[config.mk]
export PLATFORM = sky130hd
export DESIGN_NAME = hazard_flush_unit
export DESIGN_NICKNAME = d
export VERILOG_FILES = /design/src/rtl/hazard_pkg.sv /design/src/rtl/fwd_select.sv /design/src/rtl/hazard_flush_unit.sv
export SDC_FILE = /design/constraint.sdc
export NUM_CORES = 1
export LEC_CHECK = 0
export CORE_MARGIN = 2
export CORE_UTILIZATION = 31
export DETAILED_ROUTE_END_ITERATION = 16
export PLACE_DENSITY_LB_ADDON = 0.12
export SETUP_SLACK_MARGIN = 0.2
export SYNTH_ARGS = -nofsm -noshare
export SYNTH_HDL_FRONTEND = slang
export SYNTH_HIERARCHICAL = 1
export SYNTH_SLANG_ARGS = --single-unit
[constraint.sdc]
create_clock -name clk -period 2.4 [get_ports clk]
set_input_delay 0.48 -clock clk [delete_from_list [all_inputs] [get_ports clk]]
set_output_delay 0.48 -clock clk [all_outputs]
set_load 0.02 [all_outputs]
[src/rtl/hazard_pkg.sv]
// Shared types and encodings for the hazard / flush control block.
package hazard_pkg;

  typedef enum logic [1:0] {
    RUN    = 2'd0,
    LSTALL = 2'd1,
    BFLUSH = 2'd2
  } hz_state_t;

  // Forwarding mux select encodings for the EX operands.
  localparam logic [1:0] FWD_RF  = 2'b00;
  localparam logic [1:0] FWD_WB  = 2'b01;
  localparam logic [1:0] FWD_MEM = 2'b10;

  // Width of the stall/flush window down-counter.
  localparam int unsigned HZ_CNT_W = 3;

endpackage

[src/rtl/fwd_select.sv]
// Picks the freshest producer of one EX source operand; MEM is younger than WB so it wins.
module fwd_select
  import hazard_pkg::*;
#(
  parameter int unsigned ADDR_W = 5
) (
  input  logic [ADDR_W-1:0] rs_i,
  input  logic [ADDR_W-1:0] rd_mem_i,
  input  logic              reg_write_mem_i,
  input  logic [ADDR_W-1:0] rd_wb_i,
  input  logic              reg_write_wb_i,
  output logic [1:0]        sel_o
);

  // Priority compare; x0 is never a forwarding source.
  always_comb begin
    sel_o = FWD_RF;
    if (reg_write_mem_i && (rd_mem_i != '0) && (rd_mem_i == rs_i)) begin
      sel_o = FWD_MEM;
    end else if (reg_write_wb_i && (rd_wb_i != '0) && (rd_wb_i == rs_i)) begin
      sel_o = FWD_WB;
    end
  end

endmodule

[src/rtl/hazard_flush_unit.sv]
// Forwarding selects, load-use stalls, redirect flush and wrong-path squash window.
module hazard_flush_unit
  import hazard_pkg::*;
#(
  parameter int unsigned REG_ADDR_W   = 5,
  parameter int unsigned LOAD_STALLS  = 1,
  parameter int unsigned FLUSH_CYCLES = 3,
  parameter int unsigned CNT_W        = 16
) (
  input  logic                  clk,
  input  logic                  reset_n,
  input  logic [REG_ADDR_W-1:0] rs1_id,
  input  logic [REG_ADDR_W-1:0] rs2_id,
  input  logic                  uses_rs2_id,
  input  logic [REG_ADDR_W-1:0] rs1_ex,
  input  logic [REG_ADDR_W-1:0] rs2_ex,
  input  logic [REG_ADDR_W-1:0] rd_ex,
  input  logic                  mem_read_ex,
  input  logic [REG_ADDR_W-1:0] rd_mem,
  input  logic                  reg_write_mem,
  input  logic [REG_ADDR_W-1:0] rd_wb,
  input  logic                  reg_write_wb,
  input  logic                  pc_sel_wb,
  output logic [1:0]            fwd_a_sel,
  output logic [1:0]            fwd_b_sel,
  output logic                  stall_pc,
  output logic                  stall_ifid,
  output logic                  bubble_idex,
  output logic                  flush_front,
  output logic                  squash,
  output logic [CNT_W-1:0]      stall_cnt,
  output logic [CNT_W-1:0]      flush_cnt
);

  hz_state_t             state_q, state_d;
  logic [HZ_CNT_W-1:0]   cnt_q, cnt_d;
  logic [CNT_W-1:0]      stall_cnt_q, stall_cnt_d;
  logic [CNT_W-1:0]      flush_cnt_q, flush_cnt_d;
  logic [1:0]            fwd_a_raw, fwd_b_raw;
  logic                  load_use;
  logic                  stall_c, flush_c, squash_c, fwd_kill_c;

  fwd_select #(.ADDR_W(REG_ADDR_W)) u_fwd_a (
    .rs_i            (rs1_ex),
    .rd_mem_i        (rd_mem),
    .reg_write_mem_i (reg_write_mem),
    .rd_wb_i         (rd_wb),
    .reg_write_wb_i  (reg_write_wb),
    .sel_o           (fwd_a_raw)
  );

  fwd_select #(.ADDR_W(REG_ADDR_W)) u_fwd_b (
    .rs_i            (rs2_ex),
    .rd_mem_i        (rd_mem),
    .reg_write_mem_i (reg_write_mem),
    .rd_wb_i         (rd_wb),
    .reg_write_wb_i  (reg_write_wb),
    .sel_o           (fwd_b_raw)
  );

  assign load_use = mem_read_ex && (rd_ex != '0) &&
                    ((rd_ex == rs1_id) || (uses_rs2_id && (rd_ex == rs2_id)));

  // Next-state and control decode; a redirect always beats a pending or new stall.
  always_comb begin
    state_d    = state_q;
    cnt_d      = cnt_q;
    stall_c    = 1'b0;
    flush_c    = 1'b0;
    squash_c   = 1'b0;
    fwd_kill_c = 1'b0;
    unique case (state_q)
      RUN: begin
        if (pc_sel_wb) begin
          flush_c = 1'b1;
          state_d = BFLUSH;
          cnt_d   = HZ_CNT_W'(FLUSH_CYCLES - 1);
        end else if (load_use) begin
          stall_c = 1'b1;
          if (LOAD_STALLS > 1) begin
            state_d = LSTALL;
            cnt_d   = HZ_CNT_W'(LOAD_STALLS - 1);
          end
        end
      end
      LSTALL: begin
        if (pc_sel_wb) begin
          flush_c = 1'b1;
          state_d = BFLUSH;
          cnt_d   = HZ_CNT_W'(FLUSH_CYCLES - 1);
        end else begin
          stall_c = 1'b1;
          cnt_d   = cnt_q - HZ_CNT_W'(1);
          if (cnt_q <= HZ_CNT_W'(1)) begin
            state_d = RUN;
          end
        end
      end
      BFLUSH: begin
        squash_c   = 1'b1;
        fwd_kill_c = 1'b1;
        if (cnt_q == '0) begin
          state_d = RUN;
        end else begin
          cnt_d = cnt_q - HZ_CNT_W'(1);
        end
      end
      default: begin
        state_d = RUN;
        cnt_d   = '0;
      end
    endcase
  end

  // Saturating performance counters.
  always_comb begin
    stall_cnt_d = stall_cnt_q;
    flush_cnt_d = flush_cnt_q;
    if (stall_c && (stall_cnt_q != '1)) begin
      stall_cnt_d = stall_cnt_q + CNT_W'(1);
    end
    if (flush_c && (flush_cnt_q != '1)) begin
      flush_cnt_d = flush_cnt_q + CNT_W'(1);
    end
  end

  // State, window counter and performance counters.
  always_ff @(posedge clk or negedge reset_n) begin
    if (!reset_n) begin
      state_q     <= RUN;
      cnt_q       <= '0;
      stall_cnt_q <= '0;
      flush_cnt_q <= '0;
    end else begin
      state_q     <= state_d;
      cnt_q       <= cnt_d;
      stall_cnt_q <= stall_cnt_d;
      flush_cnt_q <= flush_cnt_d;
    end
  end

  // Input-driven controls are gated by reset so they drop the moment reset asserts.
  assign stall_pc    = stall_c & reset_n;
  assign stall_ifid  = stall_c & reset_n;
  assign bubble_idex = stall_c & reset_n;
  assign flush_front = flush_c & reset_n;
  assign squash      = squash_c;
  assign fwd_a_sel   = fwd_kill_c ? FWD_RF : fwd_a_raw;
  assign fwd_b_sel   = fwd_kill_c ? FWD_RF : fwd_b_raw;
  assign stall_cnt   = stall_cnt_q;
  assign flush_cnt   = flush_cnt_q;

endmodule
Word level (Yosys, flattened, before mapping)
Cells that the tools add are included.

Bits in registers: 37. Output and inout bits: 41.

Add/sub/neg operators: 3. Magnitude comparators: 1. Equality and inequality tests: 14. Mux-type cells: 22. Bitwise gates (word level): 2. Reduce and logical (&&, ||, !) cells: 20.

Operators by type and width (count): adder 16 x 1 -> 16 bit (second input constant) (2); != test 16 bit (second input constant) (2); equality test 5 bit (6); 2-to-1 mux 2 bit (8); nonzero test 5 bit (3); logical AND 1 bit (11); 2-to-1 mux 3 bit (3); case mux 3 bit (3 select lines) (1); 2-to-1 mux 1 bit (8); != test 2 bit (second input constant) (3); case mux 2 bit (3 select lines) (1); <= comparator 3 x 1 -> 1 bit (second input constant) (1); zero test 3 bit (1); != test 3 bit (second input constant) (1); AND reduction 3 bit (1); subtractor 3 x 1 -> 3 bit (second input constant) (1); bitwise AND 1 bit (2); equality test 2 x 1 -> 1 bit (second input constant) (1); equality test 2 bit (second input constant) (1); zero test 2 bit (1); case mux 1 bit (2 select lines) (1); AND reduction 2 bit (1); OR reduction 2 bit (1); logical OR 1 bit (1).

Depth between registers and ports, before layout
Word-level depth: 8. Gate-level depth with buffers: 6.

By module
The synthesis kept the hierarchy.

Modules (own cells, without submodules): hazard_flush_unit (instances 1, cells each 185, area each 1953.1 um^2); fwd_select (instances 2, cells each 20, area each 151.4 um^2).

Worst setup path after synthesis
Ideal clock, no wire load.

Kind: in2out. Start point: input port rd_ex[4]. End point: output port stall_ifid. Arrival time: 2.139 ns. Data required time: 1.920 ns. Slack: -0.219 ns. Stages on the path: 6. Cells stage by stage: xnor2_1 -> nand3_1 -> o22ai_2 -> buf_2 -> nor3b_1 -> buf_4.

Longest elaborated chain between the ends: 8. Elaborated cells on any way between the ends: 11. Those cells by class: eq/ne (2); mux (3); bitwise (1); reduce/logical (5).

Ends and longest elaborated chain: start, declared (line hazard_flush_unit.sv:17) `input logic [REG_ADDR_W-1:0] rd_ex,`; equality test 5 bit (line hazard_flush_unit.sv:62) `((rd_ex == rs1_id) || (uses_rs2_id && (rd_ex == rs2_id)));`; logical AND 1 bit (line hazard_flush_unit.sv:62); logical OR 1 bit (line hazard_flush_unit.sv:62); logical AND 1 bit * (line hazard_flush_unit.sv:61) `assign load_use = mem_read_ex && (rd_ex != '0) &&`; 2-to-1 mux 1 bit * (line hazard_flush_unit.sv:78) `end else if (load_use) begin`; 2-to-1 mux 1 bit * (line hazard_flush_unit.sv:74) `if (pc_sel_wb) begin`; case mux 1 bit (2 select lines) * (line hazard_flush_unit.sv:72) `unique case (state_q)`; bitwise AND 1 bit *; end, declared (line hazard_flush_unit.sv:27) `output logic stall_ifid,`.

Mark *: on every way between the ends. The rest lies on a longest branch, timed or not.

Worst setup path after layout
Start point: input port rs1_ex[0]. End point: output port fwd_a_sel[0].

Longest elaborated chain between the ends: 5. Elaborated cells on any way between the ends: 7. Those cells by class: eq/ne (2); mux (3); reduce/logical (2).

Ends and longest elaborated chain: start, declared (line hazard_flush_unit.sv:15) `input logic [REG_ADDR_W-1:0] rs1_ex,`; equality test 5 bit (line fwd_select.sv:20) `end else if (reg_write_wb_i && (rd_wb_i != '0) && (rd_wb_i == rs_i)) begin`; logical AND 1 bit (line fwd_select.sv:20); 2-to-1 mux 1 bit (line fwd_select.sv:20); 2-to-1 mux 2 bit * (line fwd_select.sv:18) `if (reg_write_mem_i && (rd_mem_i != '0) && (rd_mem_i == rs_i)) begin`; named net fwd_a_raw[0] (line hazard_flush_unit.sv:39) `logic [1:0] fwd_a_raw, fwd_b_raw;`; 2-to-1 mux 2 bit * (line hazard_flush_unit.sv:148) `assign fwd_a_sel = fwd_kill_c ? FWD_RF : fwd_a_raw;`; end, declared (line hazard_flush_unit.sv:24) `output logic [1:0] fwd_a_sel,`.

Mark *: on every way through the listed nets, which the timed path passes. The rest lies on a longest branch.

==> metrics.md <==
| Metric | Value |
|---|---|
| Post-synth top area share | 39.9% |
| Max Clock Freq | 466 MHz |
| DR DRC count | 0 |
| IO Pins | 83 |
| Worst EP arrival | 1.67 ns |
| GRT Total Usage | 14.3% |
| Initial Util | 31.6% |
| Syn_area_per_cell | 10.0 um2 |
| Mapped Area | 2260 um2 |
| Via density | 4.67 |
| Drt first pass iters | 4 |
| CP startpoint kind | input pin |
| Most frequent cells in the layout | 39 x xnor2_1, 38 x clkdlybuf4s50_1, 36 x dfrtp_1 |
| Number of global-route vias before repair | 1,927 |
| Status | complete, no violations |
| Layout area overhead | 50.9% |
| First-pass GRT wire length | 8980 um |
| Core ar. | 7140 um2 |
| Final net count | 373 |
| Clk Latency, worst-skew pair | 0.29 ns |
| Total overflow reported by the global router | 0 |
| Routability cong. | 0.810 |
| PortBufs | 82 |
| Via count | 1,992 |
| CTS tree | yes |
| Maximum vdd drop | 173 uV |
| TNS Setup | 0 ns |
| Synth Warn # | 6 |
| Share of cells above drive strength 1 | 21.3% |
| H-Tree Depth | 2 |
| Commonest non-fill, non-tap cell in the layout | xnor2_1 |
| Inserted Clock Buffers | 5 |
| DP Cell Count | 417 |
| Fillers | 724 |
| Max-Cap Viols | 0 |
| Leading area contributor after synthesis | dfrtp_1 |
| Tmin final | 2.15 ns |
| Pwr/cell area | 531 nW/um2 |
| Cell Count, Final, Fillers Out | 427 |
| RSZ-0062 raised after global routing | false |
| Cell Rows | 31 |
| Final setup violation count | 0 |
| Register area share after synthesis | 39.9% |
| Register bit total from synthesis | 36 |
| Dpl hpwl | 4250 um |
| Diode count | 0 |
| Die area | 7980 um2 |
| CTS sink cnt | 36 |
| DRT antenna net count | 0 |
| Max-slew violations | 0 |
| Number of synthesized flops with an enable pin | 0 |
| Final Cycle Share | 89.4% |
| Syn nets | 271 |
| P_leak | 1.44 nW |
| Die width | 89.3 um |
| Crit path capture type | output pin |
| Die height | 89.3 um |
| Ys async rst share | 100% |
| 1st-iter DRT viols | 39 |
| Fin. Hold Viols | 0 |
| Largest cells by area after synthesis | dfrtp_1 40%, xnor2_1 17%, xor2_1 4.7% |
| Clock tree buffer depth | 2 |
| CP Max Fanout | 3 |
| Clock Skew | 0.00573 ns |
| Synth Flop Type | dfrtp_1 |
| Largest net degree at the start of global routing | 37 |
| Distinct cells, synth | 41 |
| Initial antenna violation count | 0 |
| Clock transition at the registers of the reported paths | 0.08 ns |
| Data required, critical path | 1.92 ns |
| Clock Tree Root | clkbuf_8 |
| WL/cell | 12.8 um |
| Max_slew headroom | 68.3% |
| Total wire length | 5480 um |
| Worst slew pin tran | 0.476 ns |
| Crit path kind | input pin to output pin |
| Hold Crit Class | input pin to async pin |
| Post-Synthesis Cells | 225 |
| Total power | 1.81 mW |
[cell families (layout without fill, tap and decap cells)]
kind of cell               count (synthesis)  in the layout  synth area share, %
adders and majority gates                  4              4                 2.22
xor gates and xnor gates                  55             55                 21.4
DFF                                       36             36                 39.9
muxes                                      3              3                 1.50
and+or+nand+nor                          100            100                 25.2
buffers and inverters                     10            113                 2.05
AOI/OAI and AO/OA                         17             17                 7.71
[cells in the mapped netlist (2+ instances only)]
master / n
a211oi_2: 2
nor3_2: 2
xnor2_1: 43
nor2_1: 13
nand3_1: 20
a21oi_1: 3
and3_1: 7
ha_1: 4
nand2b_1: 2
dfrtp_1: 36
nor4_1: 3
and4_1: 3
mux2_1: 2
inv_1: 6
o41ai_2: 2
nand4_1: 12
xor2_1: 12
o21ai_0: 2
nand2_1: 16
a31oi_1: 2
nor3_1: 6
nor3b_1: 3
buf_4: 2
nor2b_1: 5
[flip-flops by register name, indices dropped and copies added (netlist names)]
name and flops:
flush_cnt 16, stall_cnt 16, cnt_q 3, state_q 1
[metal layers]
metal / vias to the layer above / wire, um / GRT usage [%]
met5: - / 0 / 0
met4: 0 / 71 / 4.21
met3: 6 / 280 / 3.69
met2: 56 / 2580 / 23.2
met1: 932 / 2540 / 18.8
li1: 998 / - / -
[worst paths after layout]
| kind | from | endpoint | slack [ns] | cells after the start |
|---|---|---|---|---|
| min in group clk | flush_cnt[14] | flush_cnt[14] | 0.49 | 1 |
| worst min register to register | flush_cnt[14] | flush_cnt[14] | 0.49 | 1 |
| worst max-delay path | rs1_ex[0] | fwd_a_sel[0] | 0.25 | 7 |
| worst max register to register | state_q[1] | stall_cnt[14] | 0.49 | 9 |
| max in group asynchronous | reset_n | flush_cnt[1] | 1.79 | 2 |
| worst min-delay path | reset_n | stall_cnt[6] | 0.28 | 2 |
[power by group]
| part | total, mW | internal [mW] | switching [mW] |
|---|---|---|---|
| Combinational | 0.619 | 0.301 | 0.318 |
| Clock | 0.432 | 0.202 | 0.230 |
| Sequential | 0.756 | 0.682 | 0.0740 |
[cell type report]
type / count / area (um2) / area share (%)
clock inverter: 3 / 18.8 / 0.551
timing repair buffer: 99 / 875 / 25.7
sequential: 36 / 901 / 26.5
clock buffer: 5 / 68.8 / 2.02
multi-input combinational: 179 / 1400 / 41.0
inverter: 6 / 22.5 / 0.662
tap: 99 / 124 / 3.64
[metrics by stage]
stage	area (um2)	setup WS (ns)	utilization, %	hold slack [ns]
after global routing	3400	0.184	47.7	0.315
after detailed placement	3300	-0.478	46.2	0.488
after global placement	3300	-0.469	46.2	0.481
final	3400	0.254	47.7	0.276
after floorplan	2270	0.220	-	0.184
after CTS	3370	0.194	47.2	0.294
[timing repair]
item,CTS,global route
endpoints found under the hold margin,0,0
pin swaps,23,18
gates resized for setup,81,32
endpoints found under the setup margin,9,12
buffers inserted,2,0
hold buffers,0,0
[critical path, stage by stage]
cell and delay (ns):
dlygate4sd2_1 0.28, nor4_1 0.30, nor3_1 0.07, a21oi_1 0.19
nor3_2 0.06, nor2b_1 0.13, buf_4 0.15
(Power assumes the default switching activity.)
